--- config.mk ---
export PLATFORM = sky130hd
export DESIGN_NAME = a_io_l3_in_serialize_a_m_axi_read_beat_tracker_flat
export DESIGN_NICKNAME = d
export VERILOG_FILES = /design/src/rtl/a_io_l3_in_serialize_a_m_axi_read_beat_tracker_if.sv /design/src/rtl/a_io_l3_in_serialize_a_m_axi_read_beat_tracker.sv /design/src/flat_wrapper.sv
export SDC_FILE = /design/constraint.sdc
export NUM_CORES = 1
export LEC_CHECK = 0
export ABC_CLOCK_PERIOD_IN_PS = 5800
export BUFFER_PORTS_ARGS = -buffer_cell sky130_fd_sc_hd__buf_2
export CAP_MARGIN = 10
export CORE_ASPECT_RATIO = 0.9
export CORE_UTILIZATION = 62
export CTS_CLUSTER_DIAMETER = 150
export DETAILED_ROUTE_END_ITERATION = 6
export PLACE_DENSITY = 0.88
export SLEW_MARGIN = 40
export SYNTH_ARGS = -nofsm -noshare
export SYNTH_HDL_FRONTEND = slang
export SYNTH_SLANG_ARGS = --single-unit
--- constraint.sdc ---
create_clock -name clk -period 5.8 [get_ports clk]
set_input_delay 0.29 -clock clk [delete_from_list [all_inputs] [get_ports clk]]
set_output_delay 0.29 -clock clk [all_outputs]
set_load 0.005 [all_outputs]
--- src/rtl/a_io_l3_in_serialize_a_m_axi_read_beat_tracker_if.sv ---
// Control-record and AXI R-channel bundle between the burst converter, memory and user side.
// The master drives the in_* signals; the beat tracker (slave) drives the out_* signals.
interface a_io_l3_in_serialize_a_m_axi_read_beat_tracker_if #(
    parameter int DATA_WIDTH      = 32,
    parameter int NUM_OUTSTANDING = 16
);
    localparam int CW = $clog2(NUM_OUTSTANDING) + 1;

    logic                  in_CTRL_INFO;
    logic [7:0]            in_CTRL_LEN;
    logic                  in_CTRL_VALID;
    logic                  out_CTRL_READY;
    logic [DATA_WIDTH-1:0] in_RDATA;
    logic                  in_RLAST;
    logic [1:0]            in_RRESP;
    logic                  in_RVALID;
    logic                  out_RREADY;
    logic [DATA_WIDTH-1:0] out_DATA;
    logic                  out_LAST;
    logic                  out_VALID;
    logic                  in_READY;
    logic [1:0]            out_ERR;
    logic [CW-1:0]         out_OST_CNT;

    modport master (
        output in_CTRL_INFO, in_CTRL_LEN, in_CTRL_VALID, in_RDATA, in_RLAST,
               in_RRESP, in_RVALID, in_READY,
        input  out_CTRL_READY, out_RREADY, out_DATA, out_LAST, out_VALID,
               out_ERR, out_OST_CNT
    );

    modport slave (
        input  in_CTRL_INFO, in_CTRL_LEN, in_CTRL_VALID, in_RDATA, in_RLAST,
               in_RRESP, in_RVALID, in_READY,
        output out_CTRL_READY, out_RREADY, out_DATA, out_LAST, out_VALID,
               out_ERR, out_OST_CNT
    );
endinterface

--- src/rtl/a_io_l3_in_serialize_a_m_axi_read_beat_tracker.sv ---
// Queues burst control records, counts returning R beats against the head record,
// forwards data with a user-request LAST flag, and latches sticky length/response errors.
module a_io_l3_in_serialize_a_m_axi_read_beat_tracker #(
    parameter int DATA_WIDTH      = 32,
    parameter int NUM_OUTSTANDING = 16,
    parameter int RESP_CHECK      = 1
) (
    input  logic clk,
    input  logic reset,
    input  logic clk_en,
    a_io_l3_in_serialize_a_m_axi_read_beat_tracker_if.slave bus
);
    localparam int PW = $clog2(NUM_OUTSTANDING);
    localparam int CW = PW + 1;

    typedef struct packed {
        logic       info;
        logic [7:0] len;
    } ctrl_t;

    ctrl_t         mem [NUM_OUTSTANDING];
    logic [PW-1:0] wr_ptr, rd_ptr;
    logic [CW-1:0] ost_cnt;
    logic [7:0]    beat_cnt;
    logic [1:0]    err;

    ctrl_t head;
    logic  empty, full, push, accept, pop, expect_last, mismatch, resp_bad;

    always_comb begin
        head        = mem[rd_ptr];
        empty       = (ost_cnt == '0);
        full        = (ost_cnt == CW'(NUM_OUTSTANDING));
        push        = bus.in_CTRL_VALID & ~full;
        expect_last = (beat_cnt == head.len);
        accept      = bus.in_RVALID & bus.in_READY & ~empty;
        pop         = accept & expect_last;
        // Length mismatch is only flagged; the queued length still decides the pop.
        mismatch    = accept & (bus.in_RLAST != expect_last);
        resp_bad    = accept & (RESP_CHECK != 0) & (bus.in_RRESP != 2'b00);
    end

    assign bus.out_CTRL_READY = ~full;
    assign bus.out_VALID      = bus.in_RVALID & ~empty;
    assign bus.out_RREADY     = bus.in_READY & ~empty;
    assign bus.out_DATA       = bus.in_RDATA;
    assign bus.out_LAST       = expect_last & head.info & bus.in_RVALID & ~empty;
    assign bus.out_ERR        = err;
    assign bus.out_OST_CNT    = ost_cnt;

    // Record storage needs no reset: entries are only read once counted as occupied.
    always_ff @(posedge clk) begin
        if (clk_en && push)
            mem[wr_ptr] <= '{info: bus.in_CTRL_INFO, len: bus.in_CTRL_LEN};
    end

    always_ff @(posedge clk) begin
        if (reset) begin
            wr_ptr   <= '0;
            rd_ptr   <= '0;
            ost_cnt  <= '0;
            beat_cnt <= '0;
            err      <= '0;
        end else if (clk_en) begin
            if (push)
                wr_ptr <= wr_ptr + PW'(1);
            if (pop)
                rd_ptr <= rd_ptr + PW'(1);
            case ({push, pop})
                2'b10:   ost_cnt <= ost_cnt + CW'(1);
                2'b01:   ost_cnt <= ost_cnt - CW'(1);
                default: ost_cnt <= ost_cnt;
            endcase
            if (accept)
                beat_cnt <= expect_last ? 8'd0 : beat_cnt + 8'd1;
            err <= err | {resp_bad, mismatch};
        end
    end
endmodule

--- src/flat_wrapper.sv ---
// flat-port wrapper written by rule: the top's interface ports become plain ports
module a_io_l3_in_serialize_a_m_axi_read_beat_tracker_flat 
#(
    parameter int DATA_WIDTH      = 32,
    parameter int NUM_OUTSTANDING = 16,
    parameter int RESP_CHECK      = 1
)
  (clk, reset, clk_en, bus_in_CTRL_INFO, bus_in_CTRL_LEN, bus_in_CTRL_VALID, bus_in_RDATA, bus_in_RLAST, bus_in_RRESP, bus_in_RVALID, bus_in_READY, bus_out_CTRL_READY, bus_out_RREADY, bus_out_DATA, bus_out_LAST, bus_out_VALID, bus_out_ERR, bus_out_OST_CNT);
  a_io_l3_in_serialize_a_m_axi_read_beat_tracker_if #(.DATA_WIDTH(DATA_WIDTH), .NUM_OUTSTANDING(NUM_OUTSTANDING)) bus_i ();
  input  logic clk;
  input  logic reset;
  input  logic clk_en;
  input wire logic [$bits(bus_i.in_CTRL_INFO)-1:0] bus_in_CTRL_INFO;
  input wire logic [$bits(bus_i.in_CTRL_LEN)-1:0] bus_in_CTRL_LEN;
  input wire logic [$bits(bus_i.in_CTRL_VALID)-1:0] bus_in_CTRL_VALID;
  input wire logic [$bits(bus_i.in_RDATA)-1:0] bus_in_RDATA;
  input wire logic [$bits(bus_i.in_RLAST)-1:0] bus_in_RLAST;
  input wire logic [$bits(bus_i.in_RRESP)-1:0] bus_in_RRESP;
  input wire logic [$bits(bus_i.in_RVALID)-1:0] bus_in_RVALID;
  input wire logic [$bits(bus_i.in_READY)-1:0] bus_in_READY;
  output wire logic [$bits(bus_i.out_CTRL_READY)-1:0] bus_out_CTRL_READY;
  output wire logic [$bits(bus_i.out_RREADY)-1:0] bus_out_RREADY;
  output wire logic [$bits(bus_i.out_DATA)-1:0] bus_out_DATA;
  output wire logic [$bits(bus_i.out_LAST)-1:0] bus_out_LAST;
  output wire logic [$bits(bus_i.out_VALID)-1:0] bus_out_VALID;
  output wire logic [$bits(bus_i.out_ERR)-1:0] bus_out_ERR;
  output wire logic [$bits(bus_i.out_OST_CNT)-1:0] bus_out_OST_CNT;
  assign bus_i.in_CTRL_INFO = bus_in_CTRL_INFO;
  assign bus_i.in_CTRL_LEN = bus_in_CTRL_LEN;
  assign bus_i.in_CTRL_VALID = bus_in_CTRL_VALID;
  assign bus_i.in_RDATA = bus_in_RDATA;
  assign bus_i.in_RLAST = bus_in_RLAST;
  assign bus_i.in_RRESP = bus_in_RRESP;
  assign bus_i.in_RVALID = bus_in_RVALID;
  assign bus_i.in_READY = bus_in_READY;
  assign bus_out_CTRL_READY = bus_i.out_CTRL_READY;
  assign bus_out_RREADY = bus_i.out_RREADY;
  assign bus_out_DATA = bus_i.out_DATA;
  assign bus_out_LAST = bus_i.out_LAST;
  assign bus_out_VALID = bus_i.out_VALID;
  assign bus_out_ERR = bus_i.out_ERR;
  assign bus_out_OST_CNT = bus_i.out_OST_CNT;
  a_io_l3_in_serialize_a_m_axi_read_beat_tracker #(.DATA_WIDTH(DATA_WIDTH), .NUM_OUTSTANDING(NUM_OUTSTANDING), .RESP_CHECK(RESP_CHECK)) u_core (.clk(clk), .reset(reset), .clk_en(clk_en), .bus(bus_i));
endmodule
==> results summary, run 1 <==
The number of distinct library cells after synthesis came out at 49. Summing over every cut layer, the via total after detailed routing is 3990. The initial core utilization came out at 0.645. The worst setup path is of the reg2reg kind.

Setup repair after global routing left no endpoint under its margin. The average vias per placed instance came out at 6.20. The count of standard-cell rows is 37. The number of remaining DRC errors came out at 0. The power density normalized to cell area came out at 312 nW/um^2.

The signed area change from the synthesized netlist to the final layout is 8.16%. The final setup TNS came out at 0 ps. The number of buffers added by the clock tree synthesis step is 17. The xor and xnor fraction of the mapped netlist area is 0.0397. The share of synthesized cell area in and, or, nand and nor gates came out at 0.0728. The number of global-route vias before repair is 4208. The core outline area is 11600 um^2.

The data arrival time of the critical path is 5110 ps. The initial antenna violation count is 0. The post-synthesis sequential area ratio came out at 0.649.

The count of nets left with antenna violations once routing finished came out at 0. The number of resized instances in the post-cts repair step came out at 0. The setup violation total in the final timing report came out at 0. TritonCTS built the clock tree. The antenna diode instance count came out at 0. The count of input and output buffers came out at 28.

The clock passes through at most 2 buffers. The flip-flop and latch count after synthesis is 171. The die is 106 um tall. The later pin in the worst-skew pair is clocked with a latency of 430 ps. The required time reported for the critical path endpoint came out at 6090 ps. The final max-slew violation count came out at 0. After clock tree synthesis, the setup repair step added 0 buffers.

The run finished with clean final reports. The final-stage net count came out at 536. The max-slew headroom at the worst pin is 0.583.

Across the VDD grid, the largest voltage drop is 0.241 mV. The main combinational cell family by area after synthesis is multiplexers. The worst setup path is launched from a register. Clock tree synthesis selected as its root buffer the cell sky130_fd_sc_hd__clkbuf_16. The overall die width is 118 um. The number of standard cells in the final layout excluding fillers came out at 644.

The cell total after placement is 612. The number of sinks on the clock net is 171. The compound-gate portion of the synthesized area was 0.0372. The full die area is 12500 um^2.

The routed design could run at a clock period as short as 4820 ps. Of all nets on the critical path, the largest fanout is 16. The congestion estimate from routability-driven global placement came to 0.866. The final routed wire length divided by cell count came out at 23.9 um.

In the final layout, the share of cells above drive strength 1 is 0.197. The transition time of the tightest slew-check pin is 625 ps. The multiplexer share of the synthesized area came out at 0.131. The CTS H-tree depth came out at 4. For this run, the detailed router's first-pass iteration total came to 5. The hold violation total from the final report is 0.

Across the routed clock network, the largest skew measured is 10.5 ps. The synthesized-area fraction occupied by adder cells is 0.0194. Max-cap violations in this run came to 0.

The number of DRC violations after detailed-routing iteration 0 is 363. The synthesized cell area came out at 7500 um^2. The first global-routing pass estimated 23.5 mm of wire. The wire length after detailed routing is 15.4 mm. The count of synthesis-stage warnings from yosys came out at 0. Dividing the final minimum period by the clock period gives 0.831. Clock-pin slew was measured on the worst setup and hold paths at 60 ps. The endpoint kind of the worst setup timing path is a register. The count of flip-flops with a built-in enable after synthesis is 144. For this run, the top clock speed supported by timing is 208 MHz. The overall routing resource usage is 0.264. The number of standard cells after synthesis came out at 477.

Summed over all layers, the global routing overflow is 0. The path class of the tightest hold or removal check is in2reg. The async set-reset flop share out of synthesis is 0. The dominant register cell in the synthesized netlist is sky130_fd_sc_hd__edfxtp_1. The static leakage came out at 2.71 nW. Averaged over all synthesized cells, the footprint is 15.7 um^2. Summed over all nets, the half-perimeter wirelength after detailed placement is 9.98 mm. The hold-fix buffer count after cts is 0.

Entering global routing, the biggest net connects 31 pins. The total power is 0.00253 W. The I/O pin count came out at 93. The post-synth net total is 538.
-- area by class of cell --
| cell class | instances | area [um^2] |
|---|---|---|
| Sequential cell | 171 | 4870 |
| Fill cell | 699 | 3510 |
| Multi-Input combinational cell | 245 | 2250 |
| Clock buffer | 28 | 572 |
| Tap cell | 156 | 195 |
| Timing Repair Buffer | 32 | 170 |
| Inverter | 8 | 30.0 |
| Clock inverter | 4 | 21.3 |
-- where the power goes --
| part | switching [W] | internal [W] |
|---|---|---|
| registers | 0.00000676 | 0.00134 |
| logic | 0.0000429 | 0.0000218 |
| clock network | 0.000446 | 0.000673 |
-- logic make-up after synthesis --
kind of cell / Yosys count
buffers and inverters: 61
muxes: 60
adders and majority gates: 11
and+or+nand+nor: 103
AOI/OAI and AO/OA: 37
DFF: 171
xor gates and xnor gates: 34
-- path summary, 6_finish.rpt --
path	cells past startpoint	slack (ps)	to	start
hold / removal	3	170	u_core.bus.out_ERR[1]$_SDFFE_PP0P_	bus_in_RRESP[0]
setup / recovery	16	980	u_core.bus.out_OST_CNT[4]$_SDFFE_PP0P_	register
setup reg to reg	16	980	u_core.bus.out_OST_CNT[4]$_SDFFE_PP0P_	register
hold reg to reg	2	440	u_core.bus.out_ERR[1]$_SDFFE_PP0P_	u_core.bus.out_ERR[1]$_SDFFE_PP0P_
-- sequential cells by signal, summed over array words and instances (netlist names), named ones only --
register,cells
u_core.beat_cnt,8
u_core.bus.out_ERR,2
u_core.bus.out_OST_CNT,5
u_core.mem,144
u_core.rd_ptr,4
u_core.wr_ptr,4
-- synthesized netlist by cell type, drive strengths merged, types with 2 or more instances --
library cell	instances	area [um^2]
nor4	3	18.8
nor2	22	82.6
o2111a	2	22.5
edfxtp	144	4320
nand2b	2	12.5
o21ai	4	20.0
nand2	17	63.8
nand4	4	25.0
a21o	3	22.5
o22ai	3	18.8
mux2	5	56.3
and2	21	131
o211ai	2	15.0
mux2i	25	250
nand3	5	25.0
inv	7	26.3
clkbuf	6	22.5
nor3	11	66.3
ha	10	125
xor2	18	158
dfxtp	27	541
nor2b	8	50.1
a22o	2	17.5
nor3b	3	22.5
xnor2	16	140
and3	2	12.5
mux4	30	676
a21oi	9	45.0
or3	2	12.5
a22oi	4	30.0
buf	47	329
-- cells in the final DEF (no fill, tap or decap), types with 2 or more instances in the layout --
cell type                   count
sky130_fd_sc_hd__edfxtp_1     144
sky130_fd_sc_hd__mux4_2        30
sky130_fd_sc_hd__buf_2         28
sky130_fd_sc_hd__mux2i_1       25
sky130_fd_sc_hd__dfxtp_1       25
sky130_fd_sc_hd__nor2_1        22
sky130_fd_sc_hd__and2_1        21
sky130_fd_sc_hd__clkbuf_16     21
sky130_fd_sc_hd__xor2_1        18
sky130_fd_sc_hd__nand2_1       17
sky130_fd_sc_hd__xnor2_1       16
sky130_fd_sc_hd__nor3_1        10
sky130_fd_sc_hd__ha_1          10
sky130_fd_sc_hd__a21oi_1        9
sky130_fd_sc_hd__nor2b_1        8
sky130_fd_sc_hd__inv_1          7
sky130_fd_sc_hd__nand3_1        5
sky130_fd_sc_hd__clkbuf_1       5
sky130_fd_sc_hd__a22oi_1        4
sky130_fd_sc_hd__o21ai_0        4
sky130_fd_sc_hd__nand4_1        4
sky130_fd_sc_hd__buf_4          4
sky130_fd_sc_hd__a21o_1         3
sky130_fd_sc_hd__nor4_1         3
sky130_fd_sc_hd__nor3b_1        3
sky130_fd_sc_hd__mux2_1         3
sky130_fd_sc_hd__o22ai_1        3
sky130_fd_sc_hd__clkinv_2       3
sky130_fd_sc_hd__a22o_1         2
sky130_fd_sc_hd__mux2_2         2
sky130_fd_sc_hd__o2111a_1       2
sky130_fd_sc_hd__o211ai_1       2
sky130_fd_sc_hd__and3_1         2
sky130_fd_sc_hd__nand2b_1       2
sky130_fd_sc_hd__or3_1          2
sky130_fd_sc_hd__clkbuf_8       2
-- critical path, stage by stage (launching register included) --
cell and delay [ps]:
sky130_fd_sc_hd__dfxtp_2 660, sky130_fd_sc_hd__buf_4 390, sky130_fd_sc_hd__mux4_2 550, sky130_fd_sc_hd__mux2i_1 190
sky130_fd_sc_hd__xor2_1 210, sky130_fd_sc_hd__nand4_1 140, sky130_fd_sc_hd__a221o_1 520, sky130_fd_sc_hd__or2_2 380
sky130_fd_sc_hd__nor2_1 160, sky130_fd_sc_hd__ha_1 320, sky130_fd_sc_hd__ha_1 320, sky130_fd_sc_hd__a21o_1 190
sky130_fd_sc_hd__a21oi_1 190, sky130_fd_sc_hd__xnor2_1 140, sky130_fd_sc_hd__nand2_1 80, sky130_fd_sc_hd__xor2_1 170
sky130_fd_sc_hd__nor2_1 50
-- metrics by stage --
stage	area, um^2	utilization	worst slack (ps)	hold WS, ps
floorplan	7500	-	2040	389
global placement	7510	0.646	1270	429
detailed placement	7510	0.646	1060	439
CTS	8110	0.698	980	156
global route	8110	0.698	730	205
finish	8110	0.698	983	167
-- metal layers --
layer / routed length (um) / vias up / part of all wire / track usage
met1: 6150 / 2009 / 0.40 / 0.344
li1: - / 1769 / - / -
met2: 7840 / 167 / 0.51 / 0.423
met4: 347 / 0 / 0.023 / 0.129
met3: 1050 / 45 / 0.068 / 0.0638
met5: 0 / - / 0 / 0
(Power assumes the default switching activity.)
==> run 2, diff against run 1 <==
--- a/config.mk
+++ b/config.mk
@@ -5,14 +5,15 @@
 export SDC_FILE = /design/constraint.sdc
 export NUM_CORES = 1
 export LEC_CHECK = 0
-export ABC_CLOCK_PERIOD_IN_PS = 5800
+export ABC_AREA = 1
+export ABC_CLOCK_PERIOD_IN_PS = 4600
 export BUFFER_PORTS_ARGS = -buffer_cell sky130_fd_sc_hd__buf_2
 export CAP_MARGIN = 10
 export CORE_ASPECT_RATIO = 0.9
-export CORE_UTILIZATION = 62
+export CORE_UTILIZATION = 58
 export CTS_CLUSTER_DIAMETER = 150
 export DETAILED_ROUTE_END_ITERATION = 6
-export PLACE_DENSITY = 0.88
+export PLACE_DENSITY = 0.83
 export SLEW_MARGIN = 40
 export SYNTH_ARGS = -nofsm -noshare
 export SYNTH_HDL_FRONTEND = slang
==> constraint.sdc (replaced) <==
create_clock -name clk -period 4.6 [get_ports clk]
set_input_delay 0.23 -clock clk [delete_from_list [all_inputs] [get_ports clk]]
set_output_delay 0.23 -clock clk [all_outputs]
set_load 0.005 [all_outputs]
==> run 2 against run 1 <==
Compared with the run above:
- sequential cell count is the same
- cell area increased by 4.7%
- non-clock buffer count rose by 2
- power rose by 30%
- count of clock-buffer cells in the layout down 11
- clock power rose by 34%
- clock skew is 2.4 ps lower
- sequential share of layout area decreased by 2.8 points
- combinational power up 52%
==> results summary, run 2 <==
The switching component of the power came out at 0.000670 W (+35%). The run finished with clean final reports. The full die area came out at 13900 um^2 (+11%). The final routed wire length divided by cell count is 17.6 um (-26%). The max-slew headroom at the worst pin is 0.440 (-0.143). The register with the most flip-flops is u_core.mem.

The number of resized instances in the post-cts repair step is 0 (unchanged). The met2 demand-to-capacity share in global routing came to 0.410 (-0.0131). The wire length after detailed routing is 17.3 mm (+13%).

TritonCTS built the clock tree. The number of standard cells after synthesis came out at 816 (+71%). Among the stages of the critical path, the cell type that occurs most often is sky130_fd_sc_hd__nand2_1. The data arrival time of the critical path is 4170 ps (-940 ps). The initial antenna violation count came to 0 (unchanged). The post-layout minimum cycle time is 3850 ps (-968 ps). The final setup TNS is 0 ps (unchanged). The number of inserted filler cells in the final layout came out at 904 (+29%).

The number of routed nets with antenna violations is 0 (unchanged). The area taken by multi-input logic gates is 2250 um^2 (-0.11%). The final HPWL from detailed placement is 10.6 mm (+6.0%).

The static leakage is 3.48 nW (+28%). The final-stage net count is 870 (+62%). The commonest cells after synthesis are sky130_fd_sc_hd__nand2_1 (255), sky130_fd_sc_hd__edfxtp_1 (144), sky130_fd_sc_hd__nand3_1 (96). The final global-route overflow total is 0 (unchanged).

The mean instance size in the synthesized netlist was 9.58 um^2 (-39%). The power density normalized to cell area is 388 nW/um^2 (+24%). The flip-flop count of the largest register, all copies and words added came out at 144 (unchanged). The number of buffers added by the clock tree synthesis step came out at 17 (unchanged). The number of standard cells in the final layout excluding fillers is 986 (+53%). The core outline area is 12900 um^2 (+11%).

The endpoint kind of the worst setup timing path is a register. The number of distinct library cells after synthesis came out at 31 (-37%). The clock transition at the register clock pins on the worst setup and hold paths after CTS is 60 ps (about the same). The number of global-route vias before repair is 5212 (+24%). The largest net degree at the start of global routing is 75 (+140%). The required time reported for the critical path endpoint is 4920 ps (-1170 ps). The global-route wire length before repair is 27.5 mm (+17%). The global placement routability congestion came out at 0.935 (+8.0%). The signal on the critical path passes through inv_2 -> buf_4 -> nand2_1 -> nand2_1 -> nand2_1 -> nand3_1 -> nand3_1 -> nand2_1 -> nand2_1 -> nand2_1 -> nand2_1 -> nor2_1 -> nand2_1 -> nor2_1 -> ha_1 -> ha_1 -> a21o_1 -> a21oi_1 -> inv_1 -> a21oi_1 -> o21ai_0 -> o21ai_0 -> a21oi_1.

The routing usage on met3 was 0.0481 (-0.0157). The async set-reset flop share out of synthesis came to 0 (unchanged). The number of sinks on the clock net came out at 171 (unchanged). The antenna diode instance count came out at 0 (unchanged). The post-synth net total is 877 (+63%).

The worst vdd rail ir drop came to 0.346 mV (+43%). The number of DRC violations after detailed-routing iteration 0 is 545 (+50%). The overall routing resource usage was 0.263 (-0.00135).

The total vias in the final route came out at 5559 (+39%). The max-cap check violation count came out at 0 (unchanged). The number of remaining DRC errors is 0 (unchanged). The startpoint kind of the worst setup timing path is a register.

Setup repair after global routing left no endpoint under its margin. The switching share of power is 0.203 (+0.00732). The hold-fix buffer count after cts is 0 (unchanged). The CTS H-tree depth came to 4 (unchanged). The post-CTS setup buffer count came out at 0 (unchanged). The largest total area in the synthesized netlist belongs to sky130_fd_sc_hd__edfxtp_1. The library cell used most frequently in the layout, excluding fill and tap cells, is sky130_fd_sc_hd__nand2_1. The most frequent cell after synthesis is sky130_fd_sc_hd__nand2_1. The total power was 0.00329 W (+30%). The share of the cycle needed by the critical path after routing is 0.837 (+0.00619). The portion of total power attributed to the clock network came out at 0.455 (+0.013). The proportion of power drawn by flip-flops and latches came out at 0.515 (-0.017).

The internal power of the cells is 0.00262 W (+29%). The number of iterations in the first detailed-routing pass is 5 (unchanged). The largest stage delay on the critical path came out at 410 ps (-250 ps).

The portion of total power attributed to combinational logic is 0.030 (+0.004). The critical-path maximum fanout is 29 (+13). The cell total after placement is 954 (+56%). The achievable frequency is 260 MHz (+25%).

The count of standard-cell rows is 39 (+5.4%). The global-route track usage on met1 was 0.359 (+0.0159). The transition time of the tightest slew-check pin is 839 ps (+214 ps). In this run the most used layer during global routing was met2.

The worst setup path is of the reg2reg kind. The setup violation total in the final timing report is 0 (unchanged). The average vias per placed instance came to 5.64 (-9.0%). The I/O pin count is 93 (unchanged).

The area fraction of the dominant cell type after synthesis came out at 0.553 (-0.0235). The tree is rooted in a sky130_fd_sc_hd__clkbuf_16. The largest buffer count on any clock path was 2 (unchanged). The final max-slew violation count came out at 0 (unchanged). The top cell types in the final layout, fill and taps aside, are sky130_fd_sc_hd__nand2_1 (255), sky130_fd_sc_hd__edfxtp_1 (144), sky130_fd_sc_hd__nand3_1 (96), sky130_fd_sc_hd__inv_1 (89), sky130_fd_sc_hd__nor2_1 (50). The overall die width is 124 um (+5.5%). The post-synthesis sequential area ratio is 0.623 (-0.0264). The clock insertion delay at the later pin of the skew report is 430 ps (about the same).

The slowest cell on the critical path is sky130_fd_sc_hd__inv_2. After synthesis, the cell types taking the most area are sky130_fd_sc_hd__edfxtp_1 (55%), sky130_fd_sc_hd__nand2_1 (12%), sky130_fd_sc_hd__dfxtp_1 (6.9%). The worst hold-check path type is in2reg. The count of input and output buffers came out at 28 (unchanged).

The count of flip-flops with a built-in enable after synthesis is 144 (unchanged). The vertical extent of the die came out at 112 um (+5.5%). The hold violation total from the final report was 0 (unchanged).

The sequential cell area in the final layout is 4870 um^2 (about the same). The maximum clock skew at final layout was 8.13 ps (-2.39 ps). The synthesized cell area came to 7810 um^2 (+4.2%).

The dominant register cell in the synthesized netlist is sky130_fd_sc_hd__edfxtp_1. The flip-flop and latch count after synthesis came out at 171 (unchanged). The ratio of cells with drive above 1 in the final layout came to 0.106 (-0.0909).

The count of synthesis-stage warnings from yosys came to 0 (unchanged). The initial core utilization is 0.604 (-0.0408). The signed area change from the synthesized netlist to the final layout is 8.68%.
==> run 2: changes by cell type after synthesis, sizes merged, moves of 12 or more <==
cell / change
nand2: +239
nand3: +91
inv: +86
nor2: +44
mux4: -30
mux2i: -25
and2: -21
o21ai: +16
xor2: -14
xnor2: -13
a21oi: +12
==> run 2: worst max-delay path, delay by kind of cell (launching register included) <==
kind | cells | cell delay [ps]
simple gates | 12 | 1250
buf+inv | 3 | 820
compound gates | 6 | 750
fa+ha+maj | 2 | 600
flops | 1 | 320
==> run 2: path summary, 6_finish.rpt <==
check / startpoint / end / slack, ps / cells after the start
setup / recovery: register / u_core.bus.out_OST_CNT[4]$_SDFFE_PP0P_ / 750 / 23
hold / removal: reset / u_core.bus.out_ERR[1]$_SDFFE_PP0P_ / 70 / 2
setup reg to reg: register / u_core.bus.out_OST_CNT[4]$_SDFFE_PP0P_ / 750 / 23
hold reg to reg: u_core.bus.out_ERR[1]$_SDFFE_PP0P_ / u_core.bus.out_ERR[1]$_SDFFE_PP0P_ / 450 / 2
==> run 2: logic make-up after synthesis <==
kind of cell               synth area share
AOI/OAI and AO/OA                    0.0344
xor gates and xnor gates            0.00785
adders and majority gates            0.0186
buffers and inverters                0.0946
DFF                                   0.623
and+or+nand+nor                       0.222
==> run 2: per-stage QoR <==
step,area [um^2],setup WS [ps],util,hold WS [ps]
detailed placement,7860,882,0.608,447
CTS,8490,824,0.656,60.3
global route,8490,315,0.657,78.0
floorplan,7810,1720,-,299
finish,8490,751,0.657,66.1
global placement,7830,928,0.606,435
==> run 2: layout make-up <==
cell class / instances / share of cell area
Multi-Input combinational cell: 491 / 0.265
Timing Repair Buffer: 34 / 0.0233
Tap cell: 164 / 0.0242
Clock inverter: 15 / 0.0233
Inverter: 94 / 0.0415
Clock buffer: 17 / 0.0501
Sequential cell: 171 / 0.573
==> run 2: power groups by stage <==
stage | Sequential (W) | Combinational [W] | Clock [W]
6_report | 0.00170 | 0.0000987 | 0.00150
5_1_grt | 0.00170 | 0.000110 | 0.00157
4_1_cts | 0.00170 | 0.0000978 | 0.00150
3_5_place_dp | 0.00173 | 0.0000963 | 0
3_3_place_gp | 0.00173 | 0.0000924 | 0
2_1_floorplan | 0.00173 | 0.0000694 | 0
==> run 2: per-layer routing <==
metal	share of wire	vias to the layer above
met5	0	-
met4	0.025	0
met3	0.095	42
met2	0.48	307
met1	0.40	2586
li1	-	2624
==> run 3, diff against run 2 <==
--- a/config.mk
+++ b/config.mk
@@ -6,7 +6,7 @@
 export NUM_CORES = 1
 export LEC_CHECK = 0
 export ABC_AREA = 1
-export ABC_CLOCK_PERIOD_IN_PS = 4600
+export ABC_CLOCK_PERIOD_IN_PS = 3600
 export BUFFER_PORTS_ARGS = -buffer_cell sky130_fd_sc_hd__buf_2
 export CAP_MARGIN = 10
 export CORE_ASPECT_RATIO = 0.9
==> constraint.sdc (replaced) <==
create_clock -name clk -period 3.6 [get_ports clk]
set_input_delay 0.18 -clock clk [delete_from_list [all_inputs] [get_ports clk]]
set_output_delay 0.18 -clock clk [all_outputs]
set_load 0.005 [all_outputs]
==> run 3 against run 2 <==
Compared with the run above:
- hold slack got worse by 26 ps
- non-clock buffer count up 13
- worst setup slack got worse by 420 ps
- global-route usage down 0.15 points
- routed wire length grew 3.2%
- critical path depth unchanged
- die area is the same
- sequential power rose by 28%
- maximum frequency grew 18%
- sequential share of layout area decreased by 0.57 points
- largest cell class unchanged
- largest power group unchanged
- highest routed layer unchanged
==> results summary, run 3 (synthesis gave the netlist of run 2 again) <==
The CTS H-tree depth is 4 (unchanged). The number of sinks on the clock net is 171 (unchanged). The ratio of cells with drive above 1 in the final layout came out at 0.115 (+0.00927). The final global-route overflow total came to 0 (unchanged). The logic depth of the worst register-to-register path came out at 23 (unchanged). The library cells used most frequently in the layout, excluding fill and tap cells, are sky130_fd_sc_hd__nand2_1 (254), sky130_fd_sc_hd__edfxtp_1 (144), sky130_fd_sc_hd__nand3_1 (95), sky130_fd_sc_hd__inv_1 (90), sky130_fd_sc_hd__nor2_1 (50). The number of buffers added by the clock tree synthesis step is 17 (unchanged).

The overall die width came out at 124 um (unchanged). The number of DRC violations after detailed-routing iteration 0 is 630 (+16%). The I/O pin count is 93 (unchanged). The signed area change from the synthesized netlist to the final layout is 9.86%. The final-stage net count is 883 (+1.5%).

The flip-flop count of the largest register, all copies and words added came out at 144 (unchanged). The library cell used most frequently in the layout, excluding fill and tap cells, is sky130_fd_sc_hd__nand2_1. The post-layout minimum cycle time is 3270 ps (-583 ps). The final max-slew violation count is 0 (unchanged). The full die area came out at 13900 um^2 (unchanged). The critical-path maximum fanout is 27 (-6.9%). The vertical extent of the die is 112 um (unchanged). The static leakage is 3.54 nW (+1.9%). The final routed wire length divided by cell count came out at 17.9 um (+1.9%). The final HPWL from detailed placement is 11.2 mm (+6.1%).

The final setup TNS was 0 ps (unchanged). The largest buffer count on any clock path is 2 (unchanged). The worst vdd rail ir drop is 0.396 mV (+14%).

The number of inserted filler cells in the final layout came out at 917 (+1.4%). The initial core utilization is 0.604 (unchanged). The share of the cycle needed by the critical path after routing came to 0.907 (+0.0704).

STA classifies the critical path endpoint as a register. The global-route wire length before repair was 27.2 mm (-0.88%). Setup repair after global routing left no endpoint under its margin.

The number of remaining DRC errors is 0 (unchanged). The register with the most flip-flops is u_core.mem. The wire length after detailed routing is 17.9 mm (+3.2%). The max-cap check violation count came out at 0 (unchanged). The run finished with clean final reports. The initial antenna violation count is 0 (unchanged). The cell at the root of the clock tree is sky130_fd_sc_hd__clkbuf_16. The count of standard-cell rows is 39 (unchanged). The power density normalized to cell area came to 449 nW/um^2 (+16%). The maximum clock skew at final layout was 8.83 ps (+0.694 ps). The core outline area is 12900 um^2 (unchanged). The worst hold path begins at reset. The number of routed nets with antenna violations came out at 0 (unchanged).

The average vias per placed instance is 5.62 (-0.31%). The data arrival time of the critical path is 3580 ps (-590 ps). The count of input and output buffers is 28 (unchanged). The number of standard cells in the final layout excluding fillers came out at 998 (+1.2%).

The transition time of the tightest slew-check pin came out at 665 ps (-173 ps). The required time reported for the critical path endpoint came out at 3910 ps (-1010 ps). The max-slew headroom at the worst pin is 0.551 (+0.111). The largest net degree at the start of global routing is 64 (-15%). The antenna diode instance count is 0 (unchanged). The global placement routability congestion is 0.928 (-0.83%). The cell total after placement came out at 963 (+0.94%). The startpoint kind of the worst setup timing path is a register. The worst hold path belongs to the class in2reg. The number of global-route vias before repair came out at 5324 (+2.1%).

The number of iterations in the first detailed-routing pass came out at 7 (+2). The hold violation total from the final report is 0 (unchanged). The clock transition at the register clock pins on the worst setup and hold paths after CTS came out at 60 ps (about the same).

TritonCTS built the clock tree. The type of the worst setup path is reg2reg. The achievable frequency is 306 MHz (+18%). The setup violation total in the final timing report came out at 0 (unchanged). The overall routing resource usage is 0.262 (-0.00146). The worst-case register-to-register setup slack came out at 330 ps (-420 ps). The total vias in the final route is 5609 (+0.90%).

The clock insertion delay at the later pin of the skew report is 430 ps (about the same). The cell depth of the worst min-delay path is 2 (unchanged). The worst hold slack came out at 39.7 ps (-26.5 ps).
run 3: changes by cell type in the layout (fill, tap and decap cells not counted), moves of 3 or more:
| cell | previous run | this run |
|---|---|---|
| sky130_fd_sc_hd__buf_12 | 1 | 4 |
| sky130_fd_sc_hd__buf_4 | 5 | 11 |
| sky130_fd_sc_hd__bufinv_16 | 4 | 0 |
| sky130_fd_sc_hd__clkbuf_1 | 0 | 5 |
| sky130_fd_sc_hd__clkbuf_16 | 17 | 20 |
| sky130_fd_sc_hd__clkinvlp_4 | 6 | 2 |
run 3: layout make-up:
cell class,count,area [um^2],area share
sequential,171,4870,0.567
clock inverter,9,51.3,0.00598
multi-input combinational,491,2270,0.264
clock buffer,22,444,0.0517
inverter,94,358,0.0417
timing repair buffer,47,389,0.0453
tap,164,205,0.0239
run 3: path summary, 6_finish.rpt:
check	end
max	u_core.bus.out_OST_CNT[4]$_SDFFE_PP0P_
min	u_core.wr_ptr[2]$_SDFFE_PP0P_
max reg2reg	u_core.bus.out_OST_CNT[4]$_SDFFE_PP0P_
min reg2reg	u_core.bus.out_ERR[1]$_SDFFE_PP0P_
run 3: where the power goes:
| part | internal [W] | switching (W) |
|---|---|---|
| registers | 0.00216 | 0.00000950 |
| clock network | 0.000866 | 0.000692 |
| logic | 0.0000371 | 0.0000915 |
run 3: what timing repair did:
item,in CTS,in global routing
endpoints found under the setup margin,0,2
hold endpoints to repair,0,0
hold buffers,0,0
resized for setup,0,13
buffers inserted,0,1
run 3: worst max-delay path, stage by stage, from the launching register on:
cell                      delay [ps]
sky130_fd_sc_hd__dfxtp_4         380
sky130_fd_sc_hd__inv_6           140
sky130_fd_sc_hd__buf_12          190
sky130_fd_sc_hd__nand2_1          70
sky130_fd_sc_hd__nand2_1          60
sky130_fd_sc_hd__nand2_1          50
sky130_fd_sc_hd__nand3_1         130
sky130_fd_sc_hd__nand3_1         140
sky130_fd_sc_hd__nand3_1         120
sky130_fd_sc_hd__nand2_1          70
sky130_fd_sc_hd__inv_1            50
sky130_fd_sc_hd__nand2_1          70
sky130_fd_sc_hd__nor2_2          130
sky130_fd_sc_hd__nand2_2         110
sky130_fd_sc_hd__nor2_2          140
sky130_fd_sc_hd__ha_4            180
sky130_fd_sc_hd__ha_1            290
sky130_fd_sc_hd__a21o_1          200
sky130_fd_sc_hd__a21oi_1         130
sky130_fd_sc_hd__inv_1            70
sky130_fd_sc_hd__a21oi_1         110
sky130_fd_sc_hd__o21ai_0         110
sky130_fd_sc_hd__o21ai_0         150
sky130_fd_sc_hd__a21oi_1          50
run 3: metrics by stage:
stage                util  worst slack (ps)  total power [W]  instance area [um^2]
global route        0.664              15.6          0.00397                  8580
finish              0.664               334          0.00386                  8580
detailed placement  0.615               100          0.00234                  7950
global placement    0.614               297          0.00233                  7940
floorplan               -               721          0.00230                  7810
CTS                 0.653               106          0.00386                  8450
run 3: metal layers:
layer | routed length [um] | vias to the layer above | share of wire | global-route usage
li1 | - | 2655 | - | -
met1 | 7010 | 2610 | 0.39 | 0.332
met2 | 8610 | 296 | 0.48 | 0.424
met3 | 1800 | 48 | 0.10 | 0.0620
met4 | 465 | 0 | 0.026 | 0.133
met5 | 0 | - | 0 | 0
